`config.mk`:
```
export PLATFORM = sky130hd
export DESIGN_NAME = mem_arbiter
export DESIGN_NICKNAME = d
export VERILOG_FILES = /design/src/rtl/arbiter_types.sv /design/src/rtl/mem_arbiter.sv
export SDC_FILE = /design/constraint.sdc
export NUM_CORES = 1
export LEC_CHECK = 0
export CORE_AREA = 2 2 538 540
export CTS_BUF_LIST = sky130_fd_sc_hd__clkbuf_8
export DETAILED_ROUTE_END_ITERATION = 6
export DIE_AREA = 0 0 540 542
export PLACE_DENSITY_LB_ADDON = 0.3
export SETUP_SLACK_MARGIN = 0.2
export SYNTH_ARGS = -nofsm -noshare
export SYNTH_HDL_FRONTEND = slang
export SYNTH_SLANG_ARGS = --single-unit
```
`constraint.sdc`:
```
create_clock -name clk -period 5.2 [get_ports clk]
set_input_delay 1.56 -clock clk [delete_from_list [all_inputs] [get_ports clk]]
set_output_delay 1.56 -clock clk [all_outputs]
set_load 0.02 [all_outputs]
```
`src/rtl/arbiter_types.sv`:
```
// Shared types for the cache-to-memory arbiter: FSM states, grant side,
// and the line-offset width derivation used to line-align addresses.
package arbiter_types;

  typedef enum logic [1:0] {
    IDLE   = 2'd0,
    BUSY_I = 2'd1,
    BUSY_D = 2'd2,
    DONE   = 2'd3
  } state_t;

  typedef enum logic {
    GRANT_I = 1'b0,
    GRANT_D = 1'b1
  } grant_t;

  // Number of byte-offset bits inside one cache line.
  function automatic int line_offset_bits(input int line_width);
    return $clog2(line_width / 8);
  endfunction

endpackage

```
`src/rtl/mem_arbiter.sv`:
```
// Round-robin arbiter placing I-cache and D-cache line traffic onto a single
// physical-memory port. One transaction in flight; request fields are latched
// at grant so the memory side sees stable values; every output is registered.
module mem_arbiter
  import arbiter_types::*;
#(
  parameter int LINE_WIDTH = 256,
  parameter int ADDR_WIDTH = 32
) (
  input  logic                  clk,
  input  logic                  rst,
  input  logic                  i_read,
  input  logic [ADDR_WIDTH-1:0] i_address,
  output logic [LINE_WIDTH-1:0] i_rdata,
  output logic                  i_resp,
  input  logic                  d_read,
  input  logic                  d_write,
  input  logic [ADDR_WIDTH-1:0] d_address,
  input  logic [LINE_WIDTH-1:0] d_wdata,
  output logic [LINE_WIDTH-1:0] d_rdata,
  output logic                  d_resp,
  output logic                  pmem_read,
  output logic                  pmem_write,
  output logic [ADDR_WIDTH-1:0] pmem_address,
  output logic [LINE_WIDTH-1:0] pmem_wdata,
  input  logic [LINE_WIDTH-1:0] pmem_rdata,
  input  logic                  pmem_resp
);

  localparam int OFFSET_BITS = line_offset_bits(LINE_WIDTH);
  localparam logic [ADDR_WIDTH-1:0] LINE_MASK =
    ~ADDR_WIDTH'((1 << OFFSET_BITS) - 1);

  state_t                state_reg, state_next;
  grant_t                last_grant_reg, last_grant_next;
  logic [ADDR_WIDTH-1:0] addr_reg, addr_next;
  logic [LINE_WIDTH-1:0] wdata_reg, wdata_next;
  logic                  pmem_read_reg, pmem_read_next;
  logic                  pmem_write_reg, pmem_write_next;
  logic [LINE_WIDTH-1:0] i_rdata_reg, i_rdata_next;
  logic [LINE_WIDTH-1:0] d_rdata_reg, d_rdata_next;
  logic                  i_resp_reg, i_resp_next;
  logic                  d_resp_reg, d_resp_next;
  logic                  req_i, req_d;

  // Arbitration, payload capture and completion handling.
  always_comb begin
    state_next      = state_reg;
    last_grant_next = last_grant_reg;
    addr_next       = addr_reg;
    wdata_next      = wdata_reg;
    pmem_read_next  = pmem_read_reg;
    pmem_write_next = pmem_write_reg;
    i_rdata_next    = i_rdata_reg;
    d_rdata_next    = d_rdata_reg;
    i_resp_next     = 1'b0;
    d_resp_next     = 1'b0;
    req_i           = i_read;
    req_d           = d_read | d_write;

    case (state_reg)
      IDLE: begin
        // On a tie, the side that did not win last time is served.
        if (req_i && (!req_d || last_grant_reg == GRANT_D)) begin
          state_next      = BUSY_I;
          last_grant_next = GRANT_I;
          addr_next       = i_address & LINE_MASK;
          pmem_read_next  = 1'b1;
          pmem_write_next = 1'b0;
        end else if (req_d) begin
          state_next      = BUSY_D;
          last_grant_next = GRANT_D;
          addr_next       = d_address & LINE_MASK;
          // Read and write together is illegal; it is served as a writeback.
          pmem_read_next  = ~d_write;
          pmem_write_next = d_write;
          if (d_write) begin
            wdata_next = d_wdata;
          end
        end
      end
      BUSY_I: begin
        if (pmem_resp) begin
          state_next      = DONE;
          i_resp_next     = 1'b1;
          i_rdata_next    = pmem_rdata;
          pmem_read_next  = 1'b0;
          pmem_write_next = 1'b0;
        end
      end
      BUSY_D: begin
        if (pmem_resp) begin
          state_next      = DONE;
          d_resp_next     = 1'b1;
          // A writeback returns no line, so d_rdata keeps its old value.
          if (!pmem_write_reg) begin
            d_rdata_next = pmem_rdata;
          end
          pmem_read_next  = 1'b0;
          pmem_write_next = 1'b0;
        end
      end
      DONE: begin
        // One dead cycle so the requester can drop its request before rearbitration.
        state_next = IDLE;
      end
      default: begin
        state_next = IDLE;
      end
    endcase
  end

  // State and payload registers; reset abandons any transaction in flight.
  always_ff @(posedge clk or negedge rst) begin
    if (!rst) begin
      state_reg      <= IDLE;
      last_grant_reg <= GRANT_D;
      addr_reg       <= '0;
      wdata_reg      <= '0;
      pmem_read_reg  <= 1'b0;
      pmem_write_reg <= 1'b0;
      i_rdata_reg    <= '0;
      d_rdata_reg    <= '0;
      i_resp_reg     <= 1'b0;
      d_resp_reg     <= 1'b0;
    end else begin
      state_reg      <= state_next;
      last_grant_reg <= last_grant_next;
      addr_reg       <= addr_next;
      wdata_reg      <= wdata_next;
      pmem_read_reg  <= pmem_read_next;
      pmem_write_reg <= pmem_write_next;
      i_rdata_reg    <= i_rdata_next;
      d_rdata_reg    <= d_rdata_next;
      i_resp_reg     <= i_resp_next;
      d_resp_reg     <= d_resp_next;
    end
  end

  assign i_rdata      = i_rdata_reg;
  assign i_resp       = i_resp_reg;
  assign d_rdata      = d_rdata_reg;
  assign d_resp       = d_resp_reg;
  assign pmem_read    = pmem_read_reg;
  assign pmem_write   = pmem_write_reg;
  assign pmem_address = addr_reg;
  assign pmem_wdata   = wdata_reg;

  // Simulation-only flags for illegal requester and memory behaviour.
  always @(posedge clk) begin
    if (rst) begin
      assert (!(state_reg == IDLE && d_read && d_write))
        else $warning("mem_arbiter: d_read and d_write both high, served as writeback");
      assert (!pmem_resp || state_reg == BUSY_I || state_reg == BUSY_D)
        else $warning("mem_arbiter: pmem_resp outside a transaction is ignored");
    end
  end

endmodule

```
## After elaboration in Yosys (flattened, before gate mapping)

Cells that the tools add are included.

- Add/subtract/negate cells: 0
- Multipliers: 0
- Divide/modulo/power cells: 0
- Magnitude comparators: 0
- Eq/ne operators: 5
- Shift-type cells: 0
- Mux-type cells: 18
- Bitwise operators: 4
- Reductions and logical operators: 13

Operators with widths:

| kind | number |
|---|---|
| $mux W32 | 2 |
| $mux W1 | 10 |
| $mux W2 | 3 |
| $pmux W2 S3 | 1 |
| $reduce_and A2 Y1 | 3 |
| $reduce_and A3 Y1 | 2 |
| $eq A2 B2 Y1 const B | 2 |
| $pmux W1 S2 | 2 |
| $reduce_and A4 Y1 | 1 |
| $reduce_bool A2 Y1 | 2 |
| $ne A3 B3 Y1 const B | 1 |
| $not A1 Y1 | 3 |
| $eq A2 B1 Y1 const B | 1 |
| $logic_not A2 Y1 | 1 |
| $ne A2 B1 Y1 const B | 1 |
| $reduce_or A2 Y1 | 1 |
| $logic_and A1 B1 Y1 | 1 |
| $logic_not A1 Y1 | 1 |
| $logic_or A1 B1 Y1 | 1 |
| $or A1 B1 Y1 | 1 |

- Flip-flop bits (word level): 807
- Bits in latches: 0
- Memory bits (writable): 0
- Memory bits (read-only): 0
- Bits of input ports: 582
- Memories kept: 0

## Longest topological paths before layout

- Depth after elaboration: 6
- Mapped depth: 7
- Mapped depth without buffers: 5

## Worst setup path before layout

Ideal clock, no wire load.

- Path type: input to register
- From: in pmem_resp
- To: reg i_rdata_reg[226] (netlist: i_rdata[226])
- Library setup time: 125 ps
- Arrival time: 2568 ps
- Setup slack: 2507 ps
- Stages: 5
- Cell sequence: and2_1 -> clkbuf_1 -> buf_2 -> buf_2 -> mux2_2

- Word-level cells in the longest chain between the ends: 1

Ends and longest elaborated chain:

| element | line | source |
|---|---|---|
| start: declaration | mem_arbiter.sv:27 | `input logic pmem_resp` |
| $reduce_and A2 Y1 (no line) | n/a |  |
| end signal: assignment | mem_arbiter.sv:133 | `i_rdata_reg <= i_rdata_next;` |
| end: declaration | mem_arbiter.sv:40 | `logic [LINE_WIDTH-1:0] i_rdata_reg, i_rdata_next;` |

Every way passes these cells.
A chain may end at the register's enable or synchronous reset.

## Worst setup path in the final report

- From: reg d_rdata_reg[71] (netlist: d_rdata[71])
- To: out d_rdata[71]

RTL lines:

| element | line | source |
|---|---|---|
| start: declaration | mem_arbiter.sv:41 | `logic [LINE_WIDTH-1:0] d_rdata_reg, d_rdata_next;` |
| start signal: assignment | mem_arbiter.sv:134 | `d_rdata_reg <= d_rdata_next;` |
| end: declaration | mem_arbiter.sv:20 | `output logic [LINE_WIDTH-1:0] d_rdata,` |

No word-level cell between the ends.

==> flow_summary.yaml <==
floorplanning:
  die_outline_area_mm2: 0.293
  design.core.area_mm2: 0.287
  floorplan.initialDensity_pct: 10.8
  die_h_um: 542
  ioPinCount: 1386
  floorplan.rows: 197
  fp.dieW_um: 540
worst_setup_path:
  required_ns: 3.64
  timing.critical_path.to_type: "primary output"
  critical_path_arrival_ns: 2.42
  cpPeakStageDelay_ns: 1.06
  cp_top_family: "buffers and inverters"
  master_of_the_slowest_instance_on_the_critical_path: "sky130_fd_sc_hd__clkdlybuf4s50_1"
  start_kind: "flip-flop"
  timing.critical_path.buf_inv: 1
  path_max_fanout: 2
  type_of_the_setup_path_with_the_least_slack: "flip-flop to primary output"
  path_cells: "clkdlybuf4s50_1"
power_and_ir_drop:
  post-layout-total-power_mw: 37.4
  net_switching_power_of_the_design_mw: 14.8
  vdd_drop_max_v: 0.000274
  power.static_leakage_nw: 21.8
  sw_frac_of_total_pct: 39.5
  p_comb_share_pct: 50.5
  power_per_cell_area_mw_per_mm2: 705
  p_seq_share_pct: 30.7
  clock_power_share_pct: 18.8
  cellInternalPower_mw: 22.6
synthesis:
  postSynthRegisterBits: 802
  ys.warnings.count: 0
  synth_top_area_share_pct: 64.4
  yosys-top-cells-area: "sky130_fd_sc_hd__dfrtp_1 (64%), sky130_fd_sc_hd__mux2_2 (19%), sky130_fd_sc_hd__mux2_4 (12%)"
  syn_area_mm2: 0.0311
  yosysMostFrequentCell: "sky130_fd_sc_hd__dfrtp_1"
  post-synth-top-area-cell: "sky130_fd_sc_hd__dfrtp_1"
  synth_top_flop_cell: "sky130_fd_sc_hd__dfrtp_1"
  post_synth_num_cell_types: 29
  synthTopCellsByCount: "sky130_fd_sc_hd__dfrtp_1 (801), sky130_fd_sc_hd__mux2_2 (530), sky130_fd_sc_hd__mux2_4 (240), sky130_fd_sc_hd__buf_2 (61), sky130_fd_sc_hd__nor2_1 (29)"
  number_of_flops_mapped_to_enable_cells_by_yosys: 0
  netlist_instances: 1818
  syn-mean-instance-area_um2: 17.1
  synth-seq-area-share_pct: 64.5
  synth-async-reset-ratio_pct: 100
outcome:
  outcome: "finished clean"
placement:
  place_congestion: 0.929
  port_buffers: 1370
  dp_hpwl_um: 161000
route:
  dr.pass1.iters: 4
  drt_met1_wl_um: 71100
  routed_met2_length_um: 86700
  wirelength_um: 193000
  remaining_antenna_violation_count_after_routing: 0
  drt_iter0_drc: 811
  detailroute.via_count: 22600
  highest-signal-layer: "met5"
  vias_per_cell: 3.11
  drc: 0
  route.detailed.wl_per_inst_um: 26.7
  met3_wirelength_um: 29700
grt:
  grt_pass1_vias: 23900
  first_pass_grt_wire_length_um: 248000
  total_grt_usage_pct: 12.8
  grt_overflow_total: 0
  largest_net_degree_at_the_start_of_global_routing: 90
  initial_antenna_violation_count: 144
flow_run:
  maxCapViolCount: 0
sta:
  setup-violations-final: 0
  max_slew_violation_total_from_the_final_report: 0
  setup_tns_final_ns: 0
  timing.final.crit_period_ns: 3.98
  finalHoldViolCount: 0
  maxSlewHeadroom_pct: 32.8
  fmaxAchievable_mhz: 251
  layout_worst_path_cycle_share_pct: 76.5
  worst_slew_pin_slew_ns: 1.01
  clock_skew_ns: 0.0860
  unrepaired_setup_endpoints_after_global_routing: "false"
  hold-worst-slack_ns: 0.501
clocking:
  cts_max_level: 4
  cts_buffer_count: 169
  clock_latency_ns: 0.97
  clk_pin_slew_ns: 0.06
  cts_num_sinks: 802
  cts_hold_buf: 0
  cts_root_buffer: "sky130_fd_sc_hd__clkbuf_8"
  tritoncts_clock_tree: "yes"
  cts-root-to-sink-buffers: 4
  cts_resized: 0
  buffers_inserted_by_post_cts_timing_repair: 0
final_layout:
  final-seq-area_mm2: 0.0201
  area_of_the_multi_input_gates_mm2: 0.0104
  area_growth_from_synthesis_to_final_layout_pct: 70.6
  filler_cell_count: 31200
  finalNetCount: 3900
  post_route_cells_drive_above_1_share_pct: 31.3
hold_path:
  worst_hold_path_type: "flip-flop to flip-flop"
power by group through the flow:
stage	combinational, mW	sequential (mW)	clock, mW
floorplan	4.96	15.0	0
finish	18.9	11.5	7.03
CTS	19.3	11.5	7.43
global route	19.7	11.9	7.68
global placement	19.3	11.5	0
detailed placement	19.3	11.6	0
final cells by class:
| type | count | area share (%) |
|---|---|---|
| diodes | 37 | 0.174 |
| clock buffers | 214 | 5.55 |
| clock inverters | 77 | 0.901 |
| inverters | 5 | 0.0354 |
| multi-input cells | 909 | 19.5 |
| flip-flops and latches | 802 | 37.8 |
| well taps | 3781 | 8.91 |
| repair buffers | 1426 | 27.1 |
placed cells by master (no fill, tap or decap), drive strengths merged:
master	instances
nor2	29
o21ai	27
a21boi	1
nor3	1
inv	63
bufinv	2
buf	57
dfrtp	801
and2	2
clkinv	15
clkbuf	214
nand2	4
clkinvlp	2
a211oi	1
a21oi	1
o21bai	1
nand3	27
conb	5
nor2b	1
ha	5
o31a	1
diode	37
a31oi	28
dfstp	1
mux2i	2
o21ba	1
clkdlybuf4s50	1369
o22ai	2
mux2	770
path summary, 6_finish.rpt:
path / endpoint / startpoint / slack (ns) / cells past startpoint
worst max register to register: d_rdata[192] / state_reg[0] / 2.78 / 6
worst max-delay path: d_rdata[71] / d_rdata[71] / 1.22 / 1
max in group asynchronous: d_rdata[135] / rst / 3.43 / 3
min in group asynchronous: pmem_wdata[172] / rst / 0.64 / 1
worst min-delay path: d_rdata[196] / d_rdata[196] / 0.50 / 1
worst min register to register: d_rdata[196] / d_rdata[196] / 0.50 / 1
logic make-up after synthesis:
group                      share of synthesized area (%)
AOI/OAI and AO/OA                                   1.21
adders and majority gates                          0.201
and+or+nand+nor                                    0.917
buffers and inverters                               2.30
muxes                                               30.8
other                                             0.0121
DFF                                                 64.5
routing by layer:
metal  vias to the layer above  global-route usage [%]
li1                       9535                       -
met1                     11200                    13.5
met2                      1262                    20.4
met3                       436                    9.12
met4                       144                    2.99
met5                         -                       0
per-stage QoR:
step	cell area [µm²]	setup slack, ns	cells	utilization, %
global placement	49600	1.26	6923	17.3
finish	53100	1.22	7251	18.5
CTS	53000	0.958	7214	18.5
global route	53000	1.03	7219	18.5
floorplan	31100	2.51	1822	-
detailed placement	49600	1.25	6923	17.3
(Power assumes the default switching activity.)
